[config.mk]
export PLATFORM = sky130hd
export DESIGN_NAME = id_issue_stage_flat
export DESIGN_NICKNAME = d
export VERILOG_FILES = /design/src/rtl/id_issue_stage_if.sv /design/src/rtl/id_issue_stage.sv /design/src/flat_wrapper.sv
export SDC_FILE = /design/constraint.sdc
export NUM_CORES = 1
export LEC_CHECK = 0
export ABC_AREA = 1
export BUFFER_PORTS_ARGS = -buffer_cell sky130_fd_sc_hd__buf_2
export CORE_AREA = 5 5 180 182
export DETAILED_ROUTE_END_ITERATION = 6
export DIE_AREA = 0 0 185 187
export SKIP_CTS_REPAIR_TIMING = 1
export SLEW_MARGIN = 20
export SYNTH_ARGS = -nofsm -noshare
export SYNTH_HDL_FRONTEND = slang
export SYNTH_SLANG_ARGS = --single-unit
[constraint.sdc]
create_clock -name clk -period 4.23 [get_ports clk]
set_clock_uncertainty 0.15 [all_clocks]
set_input_delay 0.846 -clock clk [delete_from_list [all_inputs] [get_ports clk]]
set_output_delay 0.846 -clock clk [all_outputs]
set_load 0.03 [all_outputs]
[src/rtl/id_issue_stage_if.sv]
`timescale 1ns/1ps
`default_nettype none
// +----------------------------------------------------------------------------+
// | id_issue_stage_if : upstream, downstream, register-file and bypass bundle  |
// | Revision 1.0                                                               |
// +----------------------------------------------------------------------------+
interface id_issue_stage_if #(
    parameter int DATA_W    = 32,
    parameter int REG_AW    = 5,
    parameter int NUM_BP    = 3,
    parameter int PAYLOAD_W = 96
) ();
    logic                     in_valid;
    logic                     in_allow;
    logic [PAYLOAD_W-1:0]     in_payload;
    logic [REG_AW-1:0]        in_raddr1;
    logic [REG_AW-1:0]        in_raddr2;
    logic                     in_use1;
    logic                     in_use2;

    logic [REG_AW-1:0]        rf_raddr1;
    logic [REG_AW-1:0]        rf_raddr2;
    logic [DATA_W-1:0]        rf_rdata1;
    logic [DATA_W-1:0]        rf_rdata2;

    logic [NUM_BP-1:0]        bp_valid;
    logic [NUM_BP-1:0]        bp_wen;
    logic [NUM_BP-1:0]        bp_data_ok;
    logic [NUM_BP*REG_AW-1:0] bp_waddr;
    logic [NUM_BP*DATA_W-1:0] bp_wdata;

    logic                     flush;

    logic                     out_valid;
    logic                     out_allow;
    logic [PAYLOAD_W-1:0]     out_payload;
    logic [DATA_W-1:0]        out_src1;
    logic [DATA_W-1:0]        out_src2;

    modport slave (
        input  in_valid, in_payload, in_raddr1, in_raddr2, in_use1, in_use2,
        input  rf_rdata1, rf_rdata2,
        input  bp_valid, bp_wen, bp_data_ok, bp_waddr, bp_wdata,
        input  flush, out_allow,
        output in_allow, rf_raddr1, rf_raddr2,
        output out_valid, out_payload, out_src1, out_src2
    );

    modport master (
        output in_valid, in_payload, in_raddr1, in_raddr2, in_use1, in_use2,
        output rf_rdata1, rf_rdata2,
        output bp_valid, bp_wen, bp_data_ok, bp_waddr, bp_wdata,
        output flush, out_allow,
        input  in_allow, rf_raddr1, rf_raddr2,
        input  out_valid, out_payload, out_src1, out_src2
    );
endinterface
`default_nettype wire

[src/rtl/id_issue_stage.sv]
`timescale 1ns/1ps
`default_nettype none
// +----------------------------------------------------------------------------+
// | id_issue_stage : one-entry decode/issue slot with priority operand bypass  |
// | Optional stall counter port under macro ID_STALL_CNT_EN.  Revision 1.0     |
// +----------------------------------------------------------------------------+
module id_issue_stage #(
    parameter int DATA_W    = 32,
    parameter int REG_AW    = 5,
    parameter int NUM_BP    = 3,
    parameter int PAYLOAD_W = 96
) (
    input  logic                  clk,
    input  logic                  reset,
    id_issue_stage_if.slave       bus
`ifdef ID_STALL_CNT_EN
    ,
    output logic [31:0]           stall_cnt
`endif
);
    logic                        r_held_valid;
    logic [PAYLOAD_W-1:0]        r_payload;
    logic [1:0][REG_AW-1:0]      r_raddr;
    logic [1:0]                  r_use;

    logic [1:0][DATA_W-1:0]      w_rf;
    logic [1:0][DATA_W-1:0]      w_src;
    logic [1:0]                  w_ok;
    logic                        w_ready;

    assign w_rf = {bus.rf_rdata2, bus.rf_rdata1};

    // Scan oldest to youngest so the lowest-index matching channel is the last writer.
    for (genvar k = 0; k < 2; k++) begin : g_operand
        logic              w_hit;
        logic              w_hit_ok;
        logic [DATA_W-1:0] w_hit_data;

        always_comb begin
            w_hit      = 1'b0;
            w_hit_ok   = 1'b0;
            w_hit_data = '0;
            for (int i = NUM_BP - 1; i >= 0; i--) begin
                if (bus.bp_valid[i] && bus.bp_wen[i] &&
                    (bus.bp_waddr[i*REG_AW +: REG_AW] == r_raddr[k]) &&
                    (r_raddr[k] != '0)) begin
                    w_hit      = 1'b1;
                    w_hit_ok   = bus.bp_data_ok[i];
                    w_hit_data = bus.bp_wdata[i*DATA_W +: DATA_W];
                end
            end
        end

        assign w_ok[k]  = !r_use[k] || !w_hit || w_hit_ok;
        assign w_src[k] = !r_use[k] ? '0 :
                          !w_hit    ? w_rf[k] :
                          w_hit_ok  ? w_hit_data : '0;
    end

    assign w_ready         = &w_ok;
    assign bus.in_allow    = !r_held_valid || (w_ready && bus.out_allow);
    assign bus.out_valid   = r_held_valid && w_ready && !bus.flush;
    assign bus.out_payload = r_payload;
    assign bus.out_src1    = w_src[0];
    assign bus.out_src2    = w_src[1];
    assign bus.rf_raddr1   = r_raddr[0];
    assign bus.rf_raddr2   = r_raddr[1];

    // Flush wins over any capture, even when the slot would otherwise accept.
    always_ff @(posedge clk or posedge reset) begin
        if (reset) begin
            r_held_valid <= 1'b0;
            r_payload    <= '0;
            r_raddr      <= '0;
            r_use        <= '0;
        end else if (bus.flush) begin
            r_held_valid <= 1'b0;
        end else if (bus.in_allow) begin
            r_held_valid <= bus.in_valid;
            if (bus.in_valid) begin
                r_payload <= bus.in_payload;
                r_raddr   <= {bus.in_raddr2, bus.in_raddr1};
                r_use     <= {bus.in_use2, bus.in_use1};
            end
        end
    end

`ifdef ID_STALL_CNT_EN
    localparam logic [31:0] c_STALL_MAX = 32'hFFFF_FFFF;
    logic [31:0] r_stall_cnt;

    always_ff @(posedge clk or posedge reset) begin
        if (reset) begin
            r_stall_cnt <= '0;
        end else if (r_held_valid && !w_ready && !bus.flush &&
                     (r_stall_cnt != c_STALL_MAX)) begin
            r_stall_cnt <= r_stall_cnt + 32'd1;
        end
    end

    assign stall_cnt = r_stall_cnt;
`endif
endmodule
`default_nettype wire
[src/flat_wrapper.sv]
// flat-port wrapper written by rule: the top's interface ports become plain ports
module id_issue_stage_flat 
#(
    parameter int DATA_W    = 32,
    parameter int REG_AW    = 5,
    parameter int NUM_BP    = 3,
    parameter int PAYLOAD_W = 96
)
  (clk, reset, bus_in_valid, bus_in_payload, bus_in_raddr1, bus_in_raddr2, bus_in_use1, bus_in_use2, bus_rf_rdata1, bus_rf_rdata2, bus_bp_valid, bus_bp_wen, bus_bp_data_ok, bus_bp_waddr, bus_bp_wdata, bus_flush, bus_out_allow, bus_in_allow, bus_rf_raddr1, bus_rf_raddr2, bus_out_valid, bus_out_payload, bus_out_src1, bus_out_src2);
  id_issue_stage_if #(.DATA_W(DATA_W), .REG_AW(REG_AW), .NUM_BP(NUM_BP), .PAYLOAD_W(PAYLOAD_W)) bus_i ();
  input  logic clk;
  input  logic reset;
  input wire logic [$bits(bus_i.in_valid)-1:0] bus_in_valid;
  input wire logic [$bits(bus_i.in_payload)-1:0] bus_in_payload;
  input wire logic [$bits(bus_i.in_raddr1)-1:0] bus_in_raddr1;
  input wire logic [$bits(bus_i.in_raddr2)-1:0] bus_in_raddr2;
  input wire logic [$bits(bus_i.in_use1)-1:0] bus_in_use1;
  input wire logic [$bits(bus_i.in_use2)-1:0] bus_in_use2;
  input wire logic [$bits(bus_i.rf_rdata1)-1:0] bus_rf_rdata1;
  input wire logic [$bits(bus_i.rf_rdata2)-1:0] bus_rf_rdata2;
  input wire logic [$bits(bus_i.bp_valid)-1:0] bus_bp_valid;
  input wire logic [$bits(bus_i.bp_wen)-1:0] bus_bp_wen;
  input wire logic [$bits(bus_i.bp_data_ok)-1:0] bus_bp_data_ok;
  input wire logic [$bits(bus_i.bp_waddr)-1:0] bus_bp_waddr;
  input wire logic [$bits(bus_i.bp_wdata)-1:0] bus_bp_wdata;
  input wire logic [$bits(bus_i.flush)-1:0] bus_flush;
  input wire logic [$bits(bus_i.out_allow)-1:0] bus_out_allow;
  output wire logic [$bits(bus_i.in_allow)-1:0] bus_in_allow;
  output wire logic [$bits(bus_i.rf_raddr1)-1:0] bus_rf_raddr1;
  output wire logic [$bits(bus_i.rf_raddr2)-1:0] bus_rf_raddr2;
  output wire logic [$bits(bus_i.out_valid)-1:0] bus_out_valid;
  output wire logic [$bits(bus_i.out_payload)-1:0] bus_out_payload;
  output wire logic [$bits(bus_i.out_src1)-1:0] bus_out_src1;
  output wire logic [$bits(bus_i.out_src2)-1:0] bus_out_src2;
  assign bus_i.in_valid = bus_in_valid;
  assign bus_i.in_payload = bus_in_payload;
  assign bus_i.in_raddr1 = bus_in_raddr1;
  assign bus_i.in_raddr2 = bus_in_raddr2;
  assign bus_i.in_use1 = bus_in_use1;
  assign bus_i.in_use2 = bus_in_use2;
  assign bus_i.rf_rdata1 = bus_rf_rdata1;
  assign bus_i.rf_rdata2 = bus_rf_rdata2;
  assign bus_i.bp_valid = bus_bp_valid;
  assign bus_i.bp_wen = bus_bp_wen;
  assign bus_i.bp_data_ok = bus_bp_data_ok;
  assign bus_i.bp_waddr = bus_bp_waddr;
  assign bus_i.bp_wdata = bus_bp_wdata;
  assign bus_i.flush = bus_flush;
  assign bus_i.out_allow = bus_out_allow;
  assign bus_in_allow = bus_i.in_allow;
  assign bus_rf_raddr1 = bus_i.rf_raddr1;
  assign bus_rf_raddr2 = bus_i.rf_raddr2;
  assign bus_out_valid = bus_i.out_valid;
  assign bus_out_payload = bus_i.out_payload;
  assign bus_out_src1 = bus_i.out_src1;
  assign bus_out_src2 = bus_i.out_src2;
  id_issue_stage #(.DATA_W(DATA_W), .REG_AW(REG_AW), .NUM_BP(NUM_BP), .PAYLOAD_W(PAYLOAD_W)) u_core (.clk(clk), .reset(reset), .bus(bus_i));
endmodule
== After elaboration in Yosys (flattened, before gate mapping) ==
Index checks and enable logic that the tools add are counted.
Storage, ports and cells
  register bits after elaboration: 109
  output and inout bits: 172
  input bits: 297
Operators by class
  bitwise gates (word level): 1
  eq/ne operators: 6
  mux-type cells: 26
  reductions and logical operators: 34
Operators by type and width (number)
  32-bit 2-to-1 mux: 12
  5-bit == test: 6
  1-bit logical AND: 18
  1-bit 2-to-1 mux: 14
  5-bit nonzero test: 2
  1-bit zero test: 6
  1-bit logical OR: 5
  3-bit AND reduction: 1
  2-bit AND reduction: 1
  2-bit nonzero test: 1
  1-bit NOT: 1

== Depth between registers and ports, before layout ==
Gate-level depths: netlist of run 1.
  depth in word-level cells: 14
  mapped depth: 18
  mapped depth without buffers: 16

== Worst setup path before layout of run 1 ==
Ideal clock, no wire load.
  path type: input-to-output
  start point: input bus_bp_valid[0]
  end point: output bus_out_src1[11]
  stages: 11
  slack: 732 ps
  arrival: 2502 ps
  path through: nand2_1 -> a21oi_1 -> nand2_1 -> nor2_1 -> nand2_2 -> nand3_2 -> nand3_1 -> inv_1 -> clkbuf_1 -> o211ai_1 -> a21oi_1
On the way
  cells in the longest elaborated chain, start to end: 7
  elaborated cells on any way between the ends: 9
RTL lines
  start, declared: line flat_wrapper.sv:21  | input wire logic [$bits(bus_i.bp_valid)-1:0] bus_bp_valid;
  1-bit logical AND (*) (2 in series): line id_issue_stage.sv:44  | if (bus.bp_valid[i] && bus.bp_wen[i] &&
  1-bit logical AND (*): line id_issue_stage.sv:45  | (bus.bp_waddr[i*REG_AW +: REG_AW] == r_raddr[k]) &&
  32-bit 2-to-1 mux or 1-bit 2-to-1 mux (tied branches): line id_issue_stage.sv:44
  32-bit 2-to-1 mux: line id_issue_stage.sv:57  | w_hit_ok ? w_hit_data : '0;
  32-bit 2-to-1 mux (*): line id_issue_stage.sv:56  | !w_hit ? w_rf[k] :
  32-bit 2-to-1 mux (*): line id_issue_stage.sv:55  | assign w_src[k] = !r_use[k] ? '0 :
  end, declared: line flat_wrapper.sv:33  | output wire logic [$bits(bus_i.out_src1)-1:0] bus_out_src1;
Mark *: on every way between the ends. The rest lies on a longest branch, timed or not.

== Worst setup path after layout of run 1 ==
  start point: register u_core.r_raddr (netlist bit u_core.bus.rf_raddr1[2])
  end point: output bus_out_src1[25]
On the way
  cells in the longest elaborated chain, start to end: 9
  elaborated cells on any way between the ends: 22
RTL lines
  start, declared: line id_issue_stage.sv:23  | logic [1:0][REG_AW-1:0] r_raddr;
  start signal, assigned: line id_issue_stage.sv:82  | r_raddr <= {bus.in_raddr2, bus.in_raddr1};
  5-bit == test: line id_issue_stage.sv:45
  1-bit logical AND: line id_issue_stage.sv:44
  1-bit logical AND: line id_issue_stage.sv:45
  32-bit 2-to-1 mux or 1-bit 2-to-1 mux (tied branches) (3 in series): line id_issue_stage.sv:44
  32-bit 2-to-1 mux: line id_issue_stage.sv:57
  32-bit 2-to-1 mux (*): line id_issue_stage.sv:56
  32-bit 2-to-1 mux (*): line id_issue_stage.sv:55
Marked as above.

==> results of run 1 <==
==> placed cells by master (no fill, tap or decap), types with 5 or more instances in the layout <==
master,netlist,final
buf_4,0,16
buf_2,22,468
nand2_1,373,373
o211ai_1,58,58
inv_2,9,9
buf_12,0,7
xnor2_1,10,10
dfrtp_1,109,109
a21oi_1,105,104
clkbuf_16,0,9
o21ai_0,39,39
nand3_1,138,138
inv_1,70,68
nor2_2,5,5
nand3_2,13,13
nor2_1,67,66
==> worst max-delay path by stage <==
stage / from / slack, ns / to
2_1_floorplan: reset / 0.36 / u_core.bus.out_payload[0]$_DFFE_PP0P_
3_3_place_gp: bus_bp_valid[1] / 0.44 / bus_out_src1[13]
3_5_place_dp: bus_bp_valid[1] / 0.44 / bus_out_src1[13]
4_1_cts: u_core.bus.rf_raddr1[2]$_DFFE_PP0P_ / 0.36 / bus_out_src1[25]
5_1_grt: u_core.bus.rf_raddr1[2]$_DFFE_PP0P_ / 0.17 / bus_out_src1[25]
6_report: u_core.bus.rf_raddr1[2]$_DFFE_PP0P_ / 0.35 / bus_out_src1[25]
==> cell type report <==
| cell class | count | area [um^2] |
|---|---|---|
| diodes | 4 | 10.0 |
| clock buffers | 12 | 267 |
| clock inverters | 4 | 38.8 |
| fillers | 3394 | 20100 |
| inverters | 79 | 299 |
| multi-input cells | 829 | 3920 |
| flip-flops and latches | 109 | 2730 |
| well taps | 396 | 495 |
| repair buffers | 491 | 2600 |
==> Yosys cell counts, drive strengths merged <==
cell type	instances
xor2	1
nand4	2
o21ai	39
nand2	379
buf	30
nor3b	1
inv	79
clkbuf	50
nand3	151
o221ai	2
a21oi	105
o21bai	2
nor2	72
nor3	3
and3	1
a31oi	3
xnor2	10
dfrtp	109
o211ai	58
==> state kept, by name (all words and copies together), names as in the netlist <==
name / count
u_core.r_held_valid: 1
u_core.bus.rf_raddr2: 5
u_core.bus.out_payload: 96
u_core.bus.rf_raddr1: 5
u_core.r_use: 2
==> per-layer routing <==
metal | vias up | GRT usage
li1 | 4433 | -
met1 | 4261 | 0.236
met2 | 493 | 0.332
met3 | 77 | 0.0593
met4 | 24 | 0.0720
met5 | - | 0
==> per-stage QoR <==
stage | hold WS (ns) | instances
2_1_floorplan | 0.314 | 1097
3_3_place_gp | 0.298 | 1904
3_5_place_dp | 0.303 | 1904
4_1_cts | 0.320 | 1920
5_1_grt | 0.336 | 1924
6_report | 0.315 | 1924
==> logic make-up (layout without fill, tap and decap cells) <==
logic type / after synthesis / count (layout) / synth area share
AO/OA/AOI/OAI: 209 / 209 / 0.166
XOR/XNOR: 11 / 11 / 0.0132
buffers and inverters: 159 / 586 / 0.0923
flip-flops: 109 / 109 / 0.374
other: 0 / 4 / 0
AND/OR/NAND/NOR: 609 / 609 / 0.355
==> power by group through the flow <==
stage          Combinational, mW  Clock, mW  Sequential, mW
2_1_floorplan              0.525          0            1.60
3_3_place_gp                1.35          0            1.32
3_5_place_dp                1.36          0            1.32
4_1_cts                     1.36      0.901            1.30
5_1_grt                     1.45      0.940            1.32
6_report                    1.34      0.867            1.30
==> critical path, cell delays in order (launching register included) <==
cell and delay, ns:
dfrtp_1 0.49, inv_2 0.14, nand3_1 0.09, nor2_2 0.21, nor2_2 0.07, nand2_2 0.10
buf_4 0.40, inv_1 0.12, nor3_1 0.31, o221ai_1 0.17, a21oi_1 0.18, buf_2 0.24
==> results.sh, run 1 <==
export IMPL_worstPathRequired_ns=3.23
export IMPL_post_drt_wl_per_cell_um=18.8
export IMPL_switching_share=0.414
export IMPL_fmax_mhz=258
export IMPL_power_leakage_nw=5.89
export IMPL_max_slew_margin=0.248
export IMPL_comb_power_share=0.382
export IMPL_port_buffer_count=468
export IMPL_start_util=0.240
export IMPL_syn_nets=1394
export IMPL_yosys_area_top_type="dfrtp_1"
export IMPL_post_route_util=0.340
export IMPL_via_per_inst=4.83
export IMPL_drt_met1_wl_um=14000
export IMPL_slew_violations=0
export IMPL_status="complete, no violations"
export IMPL_first_pass_iters=5
export IMPL_crit_arrival_ns=2.88
export IMPL_clock_latency_ns=0.35
export IMPL_htree_num_levels=3
export IMPL_place_area_um2=10000
export IMPL_period_share=0.917
export IMPL_reg2reg_from="u_core.bus.rf_raddr2[3]$_DFFE_PP0P_"
export IMPL_irDropWorstVdd_mv=0.363
export IMPL_routabilityCongestion=1.01
export IMPL_grt_max_degree=110
export IMPL_drive_above_1_share=0.357
export IMPL_rsz0062_at_grt="false"
export IMPL_fin_ws_ns=0.349
export IMPL_yosysTopAreaCellShare=0.374
export IMPL_r2r_end="u_core.bus.out_payload[91]$_DFFE_PP0P_"
export IMPL_cts_buffers=9
export IMPL_synth_warning_count=0
export IMPL_intPower_mw=2.06
export IMPL_vias=9288
export IMPL_dieArea_um2=34600
export IMPL_hold_end="u_core.bus.out_payload[41]$_DFFE_PP0P_"
export IMPL_place_ws_ns=0.445
export IMPL_top_layer="met5"
export IMPL_cp_end_kind="output port"
export IMPL_reg2reg_depth=14
export IMPL_cts_tree="done"
export IMPL_seqPwrFrac=0.371
export IMPL_die_w_um=185
export IMPL_wl_met3_um=3740
export IMPL_wl_um=36200
export IMPL_finalHoldViolations=0
export IMPL_hold_depth=2
export IMPL_antenna_found_initial=17
export IMPL_power_net_switching_mw=1.45
export IMPL_total_power_mw=3.51
export IMPL_die_h_um=187
export IMPL_finalCriticalPeriod_ns=3.88
export IMPL_syn_area_per_cell_um2=6.65
export IMPL_synth_area_leaders="dfrtp_1 37%, nand2_1 19%, nand3_1 9.5%, a21oi_1 7.2%, o211ai_1 6.0%"
export IMPL_setup_viol=0
export IMPL_fin_area_um2=10400
export IMPL_reg2reg_slack_ns=1.26
export IMPL_drcViolationCount=0
export IMPL_worst_pin_slew_ns=1.13
export IMPL_ant_nets=0
export IMPL_cp_max_fo=41
export IMPL_synthCells=1097
export IMPL_finalSetupTns_ns=0
export IMPL_syn_area_um2=7290
export IMPL_synth_seq_area_share=0.374
export IMPL_cts_root_buffer="clkbuf_16"
export IMPL_ios=469
export IMPL_clk_pin_slew_worst_paths_ns=0.08
export IMPL_p_clk_frac=0.247
export IMPL_drtIter0Drc=570
export IMPL_core_um2=30400
export IMPL_met2_length_um=17200
export IMPL_min_path_type="flip-flop to flip-flop"
export IMPL_grt_pass1_wl_um=53600
export IMPL_crit_path_start_kind="flip-flop"
export IMPL_grt_pass1_vias=9118
export IMPL_clk_path_buf_depth=2
export IMPL_path_class="flip-flop to output port"
export IMPL_grt_use_total=0.197
export IMPL_nets=1816
export IMPL_hold_start="u_core.bus.out_payload[41]$_DFFE_PP0P_"
export IMPL_grt_overflow=0
export IMPL_syn_to_final_growth_pct=42.1
export IMPL_place_hpwl_um=28600
export IMPL_ys_types=27
export IMPL_std_cell_rows=64
export IMPL_p_per_area_nw_per_um2=338
export IMPL_synth_seq_cells=109
export IMPL_cts_sinks=109
export IMPL_drv_cap=0
(Power assumes the default switching activity.)
==> inputs of run 2 (changes only) <==
Settings changed: BUFFER_PORTS_ARGS -buffer_cell sky130_fd_sc_hd__buf_2 to default, CORE_AREA 5 5 180 182 to 5 5 181 183, DIE_AREA 0 0 185 187 to 0 0 186 188, DONT_BUFFER_PORTS from default to 1, PLACE_DENSITY from default to 0.37, RECOVER_POWER from default to 25.
==> results.sh, run 2 (synthesis gave the netlist of run 1 again) <==
export IMPL_status="finished with violations"
export IMPL_violations="capacitance limit, slew limit"
export IMPL_cts_sinks=109
export IMPL_crit_arrival_ns=2.90
export IMPL_largest_reg_flops=96
export IMPL_cp_end_kind="output port"
export IMPL_filler_cell_count=3492
export IMPL_holdWs_ns=0.388
export IMPL_antenna_found_initial=0
export IMPL_die_h_um=188
export IMPL_switching_share=0.416
export IMPL_clk_pin_slew_worst_paths_ns=0.07
export IMPL_crit_top_cell="buf_4"
export IMPL_drcViolationCount=0
export IMPL_clock_latency_ns=0.35
export IMPL_multi_input_area_um2=3910
export IMPL_nets=1417
export IMPL_dieArea_um2=35000
export IMPL_finalSetupTns_ns=0
export IMPL_period_share=0.922
export IMPL_power_leakage_nw=4.31
export IMPL_worstPathRequired_ns=3.23
export IMPL_die_w_um=186
export IMPL_syn_to_final_growth_pct=17.6
export IMPL_cts_buffers=9
export IMPL_irDropWorstVdd_mv=0.189
export IMPL_drive_above_1_share=0.127
export IMPL_path_delay_family="buffers and inverters"
export IMPL_drtIter0Drc=427
export IMPL_htree_num_levels=3
export IMPL_seqPwrFrac=0.495
export IMPL_ios=469
export IMPL_fmax_mhz=256
export IMPL_crit_chain="buf_4 -> xnor2_1 -> o21ai_0 -> nor2_1 -> nand2_1 -> nand3_2 -> nand3_1 -> inv_1 -> buf_12 -> o211ai_1 -> a21oi_1 -> buf_4"
export IMPL_intPower_mw=1.92
export IMPL_grt_overflow=0
export IMPL_port_buffer_count=0
export IMPL_setup_viol=0
export IMPL_post_drt_wl_per_cell_um=22.1
export IMPL_rsz0062_at_grt="false"
export IMPL_cts_root_buffer="clkbuf_16"
export IMPL_max_slew_margin=-0.577
export IMPL_routabilityCongestion=0.886
export IMPL_place_hpwl_um=26000
export IMPL_core_um2=31100
export IMPL_p_per_area_nw_per_um2=383
export IMPL_slew_violations=60
export IMPL_power_net_switching_mw=1.37
export IMPL_via_per_inst=4.94
export IMPL_path_class="flip-flop to output port"
export IMPL_cts_tree="done"
export IMPL_wl_um=33700
export IMPL_grt_pass1_vias=7614
export IMPL_vias=7543
export IMPL_crit_path_start_kind="flip-flop"
export IMPL_comb_power_share=0.235
export IMPL_grt_pass1_wl_um=49100
export IMPL_mostFrequentLayoutCell="nand2_1"
export IMPL_finalCriticalPeriod_ns=3.90
export IMPL_first_pass_iters=5
export IMPL_grt_max_degree=94
export IMPL_finalHoldViolations=0
export IMPL_seqCellArea_um2=2730
export IMPL_drv_cap=1
export IMPL_slowest_stage="dfrtp_1"
export IMPL_std_cell_rows=65
export IMPL_clk_path_buf_depth=2
export IMPL_worst_pin_slew_ns=2.36
export IMPL_min_path_type="flip-flop to flip-flop"
export IMPL_layout_common_cells="373 x nand2_1, 138 x nand3_1, 109 x dfrtp_1, 104 x a21oi_1, 81 x buf_4"
export IMPL_start_util=0.235
export IMPL_p_clk_frac=0.269
export IMPL_slowest_delay_ns=0.54
export IMPL_grt_use_total=0.182
export IMPL_antenna_cells=0
export IMPL_cp_max_fo=32
export IMPL_ant_nets=0
export IMPL_crit_buf_inv=4
[run 2: cell types whose count changed in the layout (fill, tap and decap cells not counted), sizes merged]
cell,previous run,this run
buf,491,92
bufinv,0,1
clkbuf,12,9
diode,4,0
inv,80,81
[run 2: worst paths after layout]
path | from | endpoint | slack (ns) | cells past startpoint
hold reg to reg | u_core.r_use[0]$_DFFE_PP0P_ | u_core.r_use[0]$_DFFE_PP0P_ | 0.39 | 2
max in group asynchronous | reset | u_core.r_use[1]$_DFFE_PP0P_ | 1.51 | 1
setup reg to reg | u_core.bus.rf_raddr1[0]$_DFFE_PP0P_ | u_core.bus.rf_raddr2[2]$_DFFE_PP0P_ | 1.00 | 14
hold / removal | u_core.r_use[0]$_DFFE_PP0P_ | u_core.r_use[0]$_DFFE_PP0P_ | 0.39 | 2
setup / recovery | u_core.bus.rf_raddr1[0]$_DFFE_PP0P_ | bus_out_src1[16] | 0.33 | 12
min in group asynchronous | reset | u_core.bus.out_payload[21]$_DFFE_PP0P_ | 1.06 | 1
[run 2: power by group through the flow]
stage | registers [mW] | logic [mW] | clock network (mW)
after global placement | 1.66 | 0.781 | 0
after detailed placement | 1.65 | 0.785 | 0
after CTS | 1.63 | 0.784 | 0.927
final | 1.63 | 0.772 | 0.884
after floorplan | 1.60 | 0.525 | 0
after global routing | 1.65 | 0.866 | 0.967
[run 2: metrics by stage]
step | power (mW) | std cells | instance area [um^2] | utilization | setup slack [ns]
2_1_floorplan | 2.12 | 1097 | 7290 | - | 0.360
3_3_place_gp | 2.44 | 1511 | 8270 | 0.266 | 0.418
3_5_place_dp | 2.44 | 1511 | 8270 | 0.266 | 0.482
4_1_cts | 3.35 | 1526 | 8580 | 0.276 | 0.168
5_1_grt | 3.48 | 1526 | 8580 | 0.276 | 0.0775
6_report | 3.28 | 1526 | 8580 | 0.276 | 0.331
[run 2: cell type report]
class / instances / area share
multi-input cells: 829 / 0.456
flip-flops and latches: 109 / 0.318
repair buffers: 92 / 0.0966
well taps: 402 / 0.0587
inverters: 79 / 0.0346
clock buffers: 9 / 0.0263
clock inverters: 6 / 0.00963
[run 2: layer usage]
metal  track usage  routed length (um)
met1         0.211               12700
met2         0.314               16400
met3        0.0640                3840
met4        0.0544                 755
met5             0                   0
[run 2: worst reg2reg max path: stages, from the launching register on]
cell and delay (ns):
dfrtp_1 0.54, buf_4 0.24, xnor2_1 0.13, o21ai_0 0.11
nor2_1 0.16, nand2_1 0.18, nand3_2 0.15, nand3_1 0.10
nand2_1 0.20, nand3_2 0.15, nand2_4 0.27, nand2_4 0.22
buf_12 0.28, nand2_1 0.20, nand2_1 0.06
